`src/rtl/fetch_pkg.sv`:
```
// Shared fetch types: request FSM states, prefetch entry layout and the bubble instruction word.
package fetch_pkg;

   localparam int FETCH_ADR_W  = 16;
   localparam int FETCH_INST_W = 16;

   localparam logic [FETCH_INST_W-1:0] NOP_INST = 16'h0000;

   typedef enum logic [1:0] {
      IDLE,
      WAIT,
      DROP
   } fetch_state_t;

   typedef struct packed {
      logic [FETCH_INST_W-1:0] inst;
      logic [FETCH_ADR_W-1:0]  pcinc;
   } fetch_entry_t;

endpackage

```
`src/rtl/fetch_if.sv`:
```
// Instruction-memory read port: single outstanding request held until acknowledged.
interface fetch_if
   import fetch_pkg::*;
#(
   parameter int ADR_W  = FETCH_ADR_W,
   parameter int INST_W = FETCH_INST_W
);

   logic              imem_req;
   logic [ADR_W-1:0]  imem_adr;
   logic              imem_ack;
   logic [INST_W-1:0] imem_rdata;

   modport master (
      output imem_req,
      output imem_adr,
      input  imem_ack,
      input  imem_rdata
   );

   modport slave (
      input  imem_req,
      input  imem_adr,
      output imem_ack,
      output imem_rdata
   );

endinterface

```
`src/rtl/fetch_fifo.sv`:
```
// Prefetch FIFO of fetched entries; count_rsv adds the slot reserved by an in-flight request.
module fetch_fifo
   import fetch_pkg::*;
#(
   parameter int  DEPTH   = 2,
   parameter type entry_t = fetch_entry_t
) (
   input  logic                 clk,
   input  logic                 reset,
   input  logic                 clear,
   input  logic                 push,
   input  entry_t               push_data,
   input  logic                 pop,
   output entry_t               head,
   input  logic                 reserve,
   output logic                 full,
   output logic                 empty,
   output logic [$clog2(DEPTH):0] count_rsv
);

   localparam int PTR_W = $clog2(DEPTH);
   localparam int CNT_W = PTR_W + 1;

   entry_t             mem [DEPTH];
   logic [PTR_W-1:0]   wr_ptr;
   logic [PTR_W-1:0]   rd_ptr;
   logic [CNT_W-1:0]   count;
   logic               do_push;
   logic               do_pop;

   assign full      = (count == CNT_W'(DEPTH));
   assign empty     = (count == '0);
   assign do_pop    = pop & !empty & !clear;
   assign do_push   = push & !clear & (!full | do_pop);
   assign head      = mem[rd_ptr];
   assign count_rsv = count + {{PTR_W{1'b0}}, reserve};

   // Clear drops everything, including a push or pop presented in the same cycle.
   always_ff @(posedge clk or negedge reset) begin
      if (!reset) begin
         wr_ptr <= '0;
         rd_ptr <= '0;
         count  <= '0;
      end else if (clear) begin
         wr_ptr <= '0;
         rd_ptr <= '0;
         count  <= '0;
      end else begin
         if (do_push) wr_ptr <= wr_ptr + 1'b1;
         if (do_pop)  rd_ptr <= rd_ptr + 1'b1;
         case ({do_push, do_pop})
            2'b10:   count <= count + 1'b1;
            2'b01:   count <= count - 1'b1;
            default: count <= count;
         endcase
      end
   end

   always_ff @(posedge clk) begin
      if (do_push) mem[wr_ptr] <= push_data;
   end

endmodule

```
`src/rtl/fetch_stage.sv`:
```
// Instruction fetch: PC and request FSM, prefetch FIFO, and the IF/ID register feeding decode.
module fetch_stage
   import fetch_pkg::*;
#(
   parameter int                ADR_W      = FETCH_ADR_W,
   parameter int                INST_W     = FETCH_INST_W,
   parameter int                FIFO_DEPTH = 2,
   parameter logic [ADR_W-1:0]  RESET_PC   = '0,
   parameter logic [INST_W-1:0] NOP_INST   = fetch_pkg::NOP_INST
) (
   input  logic              clk,
   input  logic              reset,
   input  logic              en_pc,
   input  logic              en_ifid,
   input  logic              flush_ifid,
   input  logic              jump_pred,
   input  logic [ADR_W-1:0]  jump_pred_adr,
   input  logic              jump_pred_miss,
   input  logic [ADR_W-1:0]  pcinc_evac,
   input  logic              jump_pred_adr_miss,
   input  logic [ADR_W-1:0]  jump_adr_ex,
   input  logic              halt,
   fetch_if.master           imem,
   output logic [INST_W-1:0] inst_id,
   output logic [ADR_W-1:0]  pcinc_id,
   output logic              flushed
);

   localparam int CNT_W = $clog2(FIFO_DEPTH) + 1;

   typedef struct packed {
      logic [INST_W-1:0] inst;
      logic [ADR_W-1:0]  pcinc;
   } entry_t;

   fetch_state_t     state;
   fetch_state_t     state_nx;
   logic [ADR_W-1:0] pc;
   logic [ADR_W-1:0] pc_nx;
   logic [ADR_W-1:0] adr_q;
   logic [ADR_W-1:0] adr_nx;
   logic             halt_q;
   logic             redirect;
   logic [ADR_W-1:0] redirect_adr;
   logic             issue_ok;
   logic             ack;
   logic             fifo_push;
   logic             fifo_pop;
   logic             fifo_full;
   logic             fifo_empty;
   entry_t           push_data;
   entry_t           head;
   logic [CNT_W-1:0] count_rsv;

   assign imem.imem_req = (state == WAIT) || (state == DROP);
   assign imem.imem_adr = adr_q;
   assign ack           = imem.imem_ack & imem.imem_req;
   assign issue_ok      = en_pc & !halt & !halt_q & !fifo_full & (count_rsv < CNT_W'(FIFO_DEPTH));
   assign push_data     = '{inst: imem.imem_rdata, pcinc: adr_q + 1'b1};
   assign fifo_pop      = en_ifid & !fifo_empty & !flush_ifid & !redirect;

   // A prediction only counts when decode actually consumes a valid instruction.
   always_comb begin
      redirect     = 1'b0;
      redirect_adr = pc;
      if (jump_pred_miss) begin
         redirect     = 1'b1;
         redirect_adr = pcinc_evac;
      end else if (jump_pred_adr_miss) begin
         redirect     = 1'b1;
         redirect_adr = jump_adr_ex;
      end else if (jump_pred & en_ifid & !flushed) begin
         redirect     = 1'b1;
         redirect_adr = jump_pred_adr;
      end
   end

   always_comb begin
      state_nx  = state;
      pc_nx     = pc;
      adr_nx    = adr_q;
      fifo_push = 1'b0;
      case (state)
         IDLE: begin
            if (redirect) begin
               pc_nx = redirect_adr;
            end else if (issue_ok) begin
               state_nx = WAIT;
               adr_nx   = pc;
            end
         end
         WAIT: begin
            if (ack) begin
               state_nx = IDLE;
               if (redirect) begin
                  pc_nx = redirect_adr;
               end else begin
                  fifo_push = 1'b1;
                  pc_nx     = pc + 1'b1;
               end
            end else if (redirect) begin
               state_nx = DROP;
               pc_nx    = redirect_adr;
            end
         end
         DROP: begin
            if (redirect) pc_nx = redirect_adr;
            if (ack) state_nx = IDLE;
         end
         default: state_nx = IDLE;
      endcase
   end

   always_ff @(posedge clk or negedge reset) begin
      if (!reset) begin
         state  <= IDLE;
         pc     <= RESET_PC;
         adr_q  <= RESET_PC;
         halt_q <= 1'b0;
      end else begin
         state  <= state_nx;
         pc     <= pc_nx;
         adr_q  <= adr_nx;
         halt_q <= halt_q | halt;
      end
   end

   // Bubbles leave pcinc_id untouched; decode qualifies it with flushed.
   always_ff @(posedge clk or negedge reset) begin
      if (!reset) begin
         inst_id  <= NOP_INST;
         pcinc_id <= '0;
         flushed  <= 1'b1;
      end else if (flush_ifid | redirect) begin
         inst_id <= NOP_INST;
         flushed <= 1'b1;
      end else if (fifo_pop) begin
         inst_id  <= head.inst;
         pcinc_id <= head.pcinc;
         flushed  <= 1'b0;
      end else if (en_ifid) begin
         inst_id <= NOP_INST;
         flushed <= 1'b1;
      end
   end

   fetch_fifo #(
      .DEPTH   (FIFO_DEPTH),
      .entry_t (entry_t)
   ) u_fifo (
      .clk       (clk),
      .reset     (reset),
      .clear     (redirect),
      .push      (fifo_push),
      .push_data (push_data),
      .pop       (fifo_pop),
      .head      (head),
      .reserve   (state == WAIT),
      .full      (fifo_full),
      .empty     (fifo_empty),
      .count_rsv (count_rsv)
   );

endmodule

```
`src/flat_wrapper.sv`:
```
// flat-port wrapper written by rule: the top's interface ports become plain ports
module fetch_stage_flat import fetch_pkg::*;
#(
   parameter int                ADR_W      = FETCH_ADR_W,
   parameter int                INST_W     = FETCH_INST_W,
   parameter int                FIFO_DEPTH = 2,
   parameter logic [ADR_W-1:0]  RESET_PC   = '0,
   parameter logic [INST_W-1:0] NOP_INST   = fetch_pkg::NOP_INST
)
  (clk, reset, en_pc, en_ifid, flush_ifid, jump_pred, jump_pred_adr, jump_pred_miss, pcinc_evac, jump_pred_adr_miss, jump_adr_ex, halt, inst_id, pcinc_id, flushed, imem_imem_req, imem_imem_adr, imem_imem_ack, imem_imem_rdata);
  fetch_if #(.ADR_W(ADR_W), .INST_W(INST_W)) imem_i ();
  input  logic clk;
  input  logic reset;
  input  logic en_pc;
  input  logic en_ifid;
  input  logic flush_ifid;
  input  logic jump_pred;
  input  logic [ADR_W-1:0] jump_pred_adr;
  input  logic jump_pred_miss;
  input  logic [ADR_W-1:0] pcinc_evac;
  input  logic jump_pred_adr_miss;
  input  logic [ADR_W-1:0] jump_adr_ex;
  input  logic halt;
  output logic [INST_W-1:0] inst_id;
  output logic [ADR_W-1:0] pcinc_id;
  output logic flushed;
  output wire logic [$bits(imem_i.imem_req)-1:0] imem_imem_req;
  output wire logic [$bits(imem_i.imem_adr)-1:0] imem_imem_adr;
  input wire logic [$bits(imem_i.imem_ack)-1:0] imem_imem_ack;
  input wire logic [$bits(imem_i.imem_rdata)-1:0] imem_imem_rdata;
  assign imem_imem_req = imem_i.imem_req;
  assign imem_imem_adr = imem_i.imem_adr;
  assign imem_i.imem_ack = imem_imem_ack;
  assign imem_i.imem_rdata = imem_imem_rdata;
  fetch_stage #(.ADR_W(ADR_W), .INST_W(INST_W), .FIFO_DEPTH(FIFO_DEPTH), .RESET_PC(RESET_PC), .NOP_INST(NOP_INST)) u_core (.clk(clk), .reset(reset), .en_pc(en_pc), .en_ifid(en_ifid), .flush_ifid(flush_ifid), .jump_pred(jump_pred), .jump_pred_adr(jump_pred_adr), .jump_pred_miss(jump_pred_miss), .pcinc_evac(pcinc_evac), .jump_pred_adr_miss(jump_pred_adr_miss), .jump_adr_ex(jump_adr_ex), .halt(halt), .imem(imem_i), .inst_id(inst_id), .pcinc_id(pcinc_id), .flushed(flushed));
endmodule
```
`config.mk`:
```
export PLATFORM = sky130hd
export DESIGN_NAME = fetch_stage_flat
export DESIGN_NICKNAME = d
export VERILOG_FILES = /design/src/rtl/fetch_pkg.sv /design/src/rtl/fetch_if.sv /design/src/rtl/fetch_fifo.sv /design/src/rtl/fetch_stage.sv /design/src/flat_wrapper.sv
export SDC_FILE = /design/constraint.sdc
export NUM_CORES = 1
export LEC_CHECK = 0
export ABC_CLOCK_PERIOD_IN_PS = 4500
export CAP_MARGIN = 20
export CORE_ASPECT_RATIO = 0.8
export CORE_MARGIN = 4
export CORE_UTILIZATION = 53
export CTS_BUF_LIST = sky130_fd_sc_hd__clkbuf_4 sky130_fd_sc_hd__clkbuf_8
export CTS_CLUSTER_DIAMETER = 60
export CTS_CLUSTER_SIZE = 10
export DETAILED_ROUTE_END_ITERATION = 6
export HOLD_SLACK_MARGIN = 0.08
export PLACE_DENSITY = 0.87
export SLEW_MARGIN = 10
export SYNTH_ARGS = -nofsm -noshare
export SYNTH_HDL_FRONTEND = slang
export SYNTH_SLANG_ARGS = --single-unit
export TNS_END_PERCENT = 100
```
`constraint.sdc`:
```
create_clock -name clk -period 4.5 [get_ports clk]
set_input_delay 1.125 -clock clk [delete_from_list [all_inputs] [get_ports clk]]
set_output_delay 1.125 -clock clk [all_outputs]
set_load 0.05 [all_outputs]
```
==> results.tsv <==
metric	value	unit
Register Area	3730	um2
status	complete, no violations	
placed cell area	7610	um2
synth unique cells	56	
layout cell share with drive strength beyond 1	10.7	%
peak supply drop	218	uV
Lkg Pwr	0.00304	uW
largest net degree at the start of global routing	73	
RSZ-0062 raised after global routing	false	
Max Fclk	306	MHz
TritonCTS buffer count	17	
Post-Route M1 WL	6.20	mm
initial antenna violation count	0	
dpl ws	892	ps
CP Launch Point	u_core.state[0]	
fillers	777	
Crit Path Class	reg -> out	
Top Ports	124	
Crit. End Element	primary output	
Die Area	13600	um2
Post-synth EDFFs	64	
WHS	466	ps
IO buf count	123	
period utilization	72.7	%
FP Rows	35	
DR pass1 iterations	6	
post-CTS setup buffers	0	
post-synthesis sequential area ratio	59.5	%
WL/cell	18.8	um
CTS sink count	136	
ANT cells	0	
min-delay src	u_core.halt_q	
YS warnings	0	
total power	2730	uW
Detail Route Antenna Nets	0	
initial drt markers	514	
met3 wire length	1.00	mm
flop2flop setup slack	1890	ps
vias in the first global route	4879	
GP Congestion	0.938	
main flop type after synthesis	dfrtp_1	
Die X	129	um
Longest Clk Path Bufs	2	
Nets	732	
Total Wirelength	15.3	mm
Slew headroom	32.3	%
final count of hold timing violations	0	
fin. max-slew vios	0	
worst-path fanout max	5	
clk_lat worst skew	450	ps
Max-Cap Viols	0	
setup ws final	1230	ps
crit path time final	3270	ps
Global Route Usage Sum	23.0	%
htree depth	4	
Clock Tree Root	clkbuf_8	
post-detail-place hpwl	10.4	mm
met2 routed WL	7.66	mm
# hold bufs at CTS	0	
Mapped Avg Cell Area	11.8	um2
TritonCTS clock tree	yes	
first-pass GRT wire length	24.3	mm
endpoints failing setup	0	
Post-synth ARST share	52.9	%
power per cell area	340	nW/um2
via count	4798	
# DRC	0	
vias per cell	5.91	
Core ar.	11500	um2
Hold Crit Class	reg -> reg	
Die Y	105	um
CP startpoint kind	flip-flop	
worst r2r src	u_core.flushed	
Starting Density	54.3	%
clk slew on worst S/H paths	70	ps
cts repair resizes	0	
Critical Path RT	3380	ps
final setup skew	11.2	ps
fin area	8040	um2
Yosys reg bits	136	
post-route setup TNS	0	ps
Multi-input gate area	2360	um2
GRT overflow	0	
Post-Syn Instances	531	
critical path arrival	2150	ps
P&R area growth vs syn	28.4	%
worst slew pin tran	1020	ps
Mapped Nets	612	
cell area after synthesis	6260	um2
max layer used	met4	
layout by cell type, fill, tap and decap left out, drive strengths merged, types with 4 or more instances in the layout:
cell,n
nor4,11
a21oi,15
and3,8
o21ai,50
xnor2,15
clkbuf,20
dfrtp,71
nand4,6
nand3,17
nor3,14
mux2,16
or3,4
ha,7
a2111oi,4
a211oi,12
inv,13
buf,8
mux2i,40
clkinv,8
edfxtp,64
clkdlybuf4s50,122
nand2,59
nor2,32
final cells by class:
class,instances,area share [%]
Tap cell,148,2.30
Timing Repair Buffer,130,15.9
Inverter,15,0.701
Clock buffer,20,3.43
Sequential cell,136,46.4
Clock inverter,12,1.85
Multi-Input combinational cell,351,29.4
registers in the layout, indices dropped and copies added, names as in the netlist, 2 cells and up:
| name | cells |
|---|---|
| u_core.pcinc_id | 16 |
| u_core.u_fifo.count | 2 |
| u_core.state | 2 |
| u_core.u_fifo.mem | 64 |
| u_core.imem.imem_adr | 16 |
| u_core.pc | 16 |
| u_core.inst_id | 16 |
power breakdown:
group	internal (uW)	switching (uW)	leakage (uW)
clock network	588	476	0.000208
registers	1330	53.4	0.00154
logic	137	152	0.00130
total	2050	681	0.00304
cells in the mapped netlist (all sizes together) (8+ instances only):
library cell | instances | area [um2]
a211oi | 12 | 90.1
and3 | 8 | 50.1
dfrtp | 71 | 1780
nor2 | 32 | 128
mux2i | 40 | 400
nand2 | 59 | 226
nor4 | 11 | 87.6
a21oi | 15 | 75.1
inv | 13 | 48.8
nor3 | 14 | 70.1
buf | 11 | 71.3
clkbuf | 18 | 67.6
xnor2 | 15 | 131
nand3 | 17 | 85.1
edfxtp | 64 | 1920
mux2 | 16 | 218
o21ai | 50 | 250
worst max-delay path, cell delays in order, from the launching register on:
cell	delay, ps
dfrtp_1	420
inv_1	80
ha_1	370
clkdlybuf4s50_1	830
layer usage:
metal | track usage, % | vias up
li1 | - | 2186
met1 | 29.5 | 2341
met2 | 37.5 | 225
met3 | 5.42 | 46
met4 | 9.50 | 0
met5 | 0 | -
worst paths after layout:
check,end,cells after the start
min in group asynchronous,u_core.inst_id[8],1
worst min register to register,u_core.halt_q,1
max in group asynchronous,u_core.u_fifo.rd_ptr,1
worst max register to register,u_core.u_fifo.count[1],6
worst max-delay path,imem_imem_req,3
worst min-delay path,u_core.halt_q,1
per-stage QoR:
step / util, % / instances
CTS: 69.8 / 812
finish: 69.8 / 812
global route: 69.8 / 812
global placement: 66.1 / 780
detailed placement: 66.1 / 780
floorplan: - / 531
cell families after synthesis:
logic type	count (synthesis)	share of synthesized area, %
compound gates	102	10.0
xor+xnor	18	2.52
fa+ha+maj	7	1.40
buf+inv	44	3.12
flops	136	59.5
mux	56	9.88
simple gates	168	13.6
Note: power is estimated with default switching activity, not from simulation.
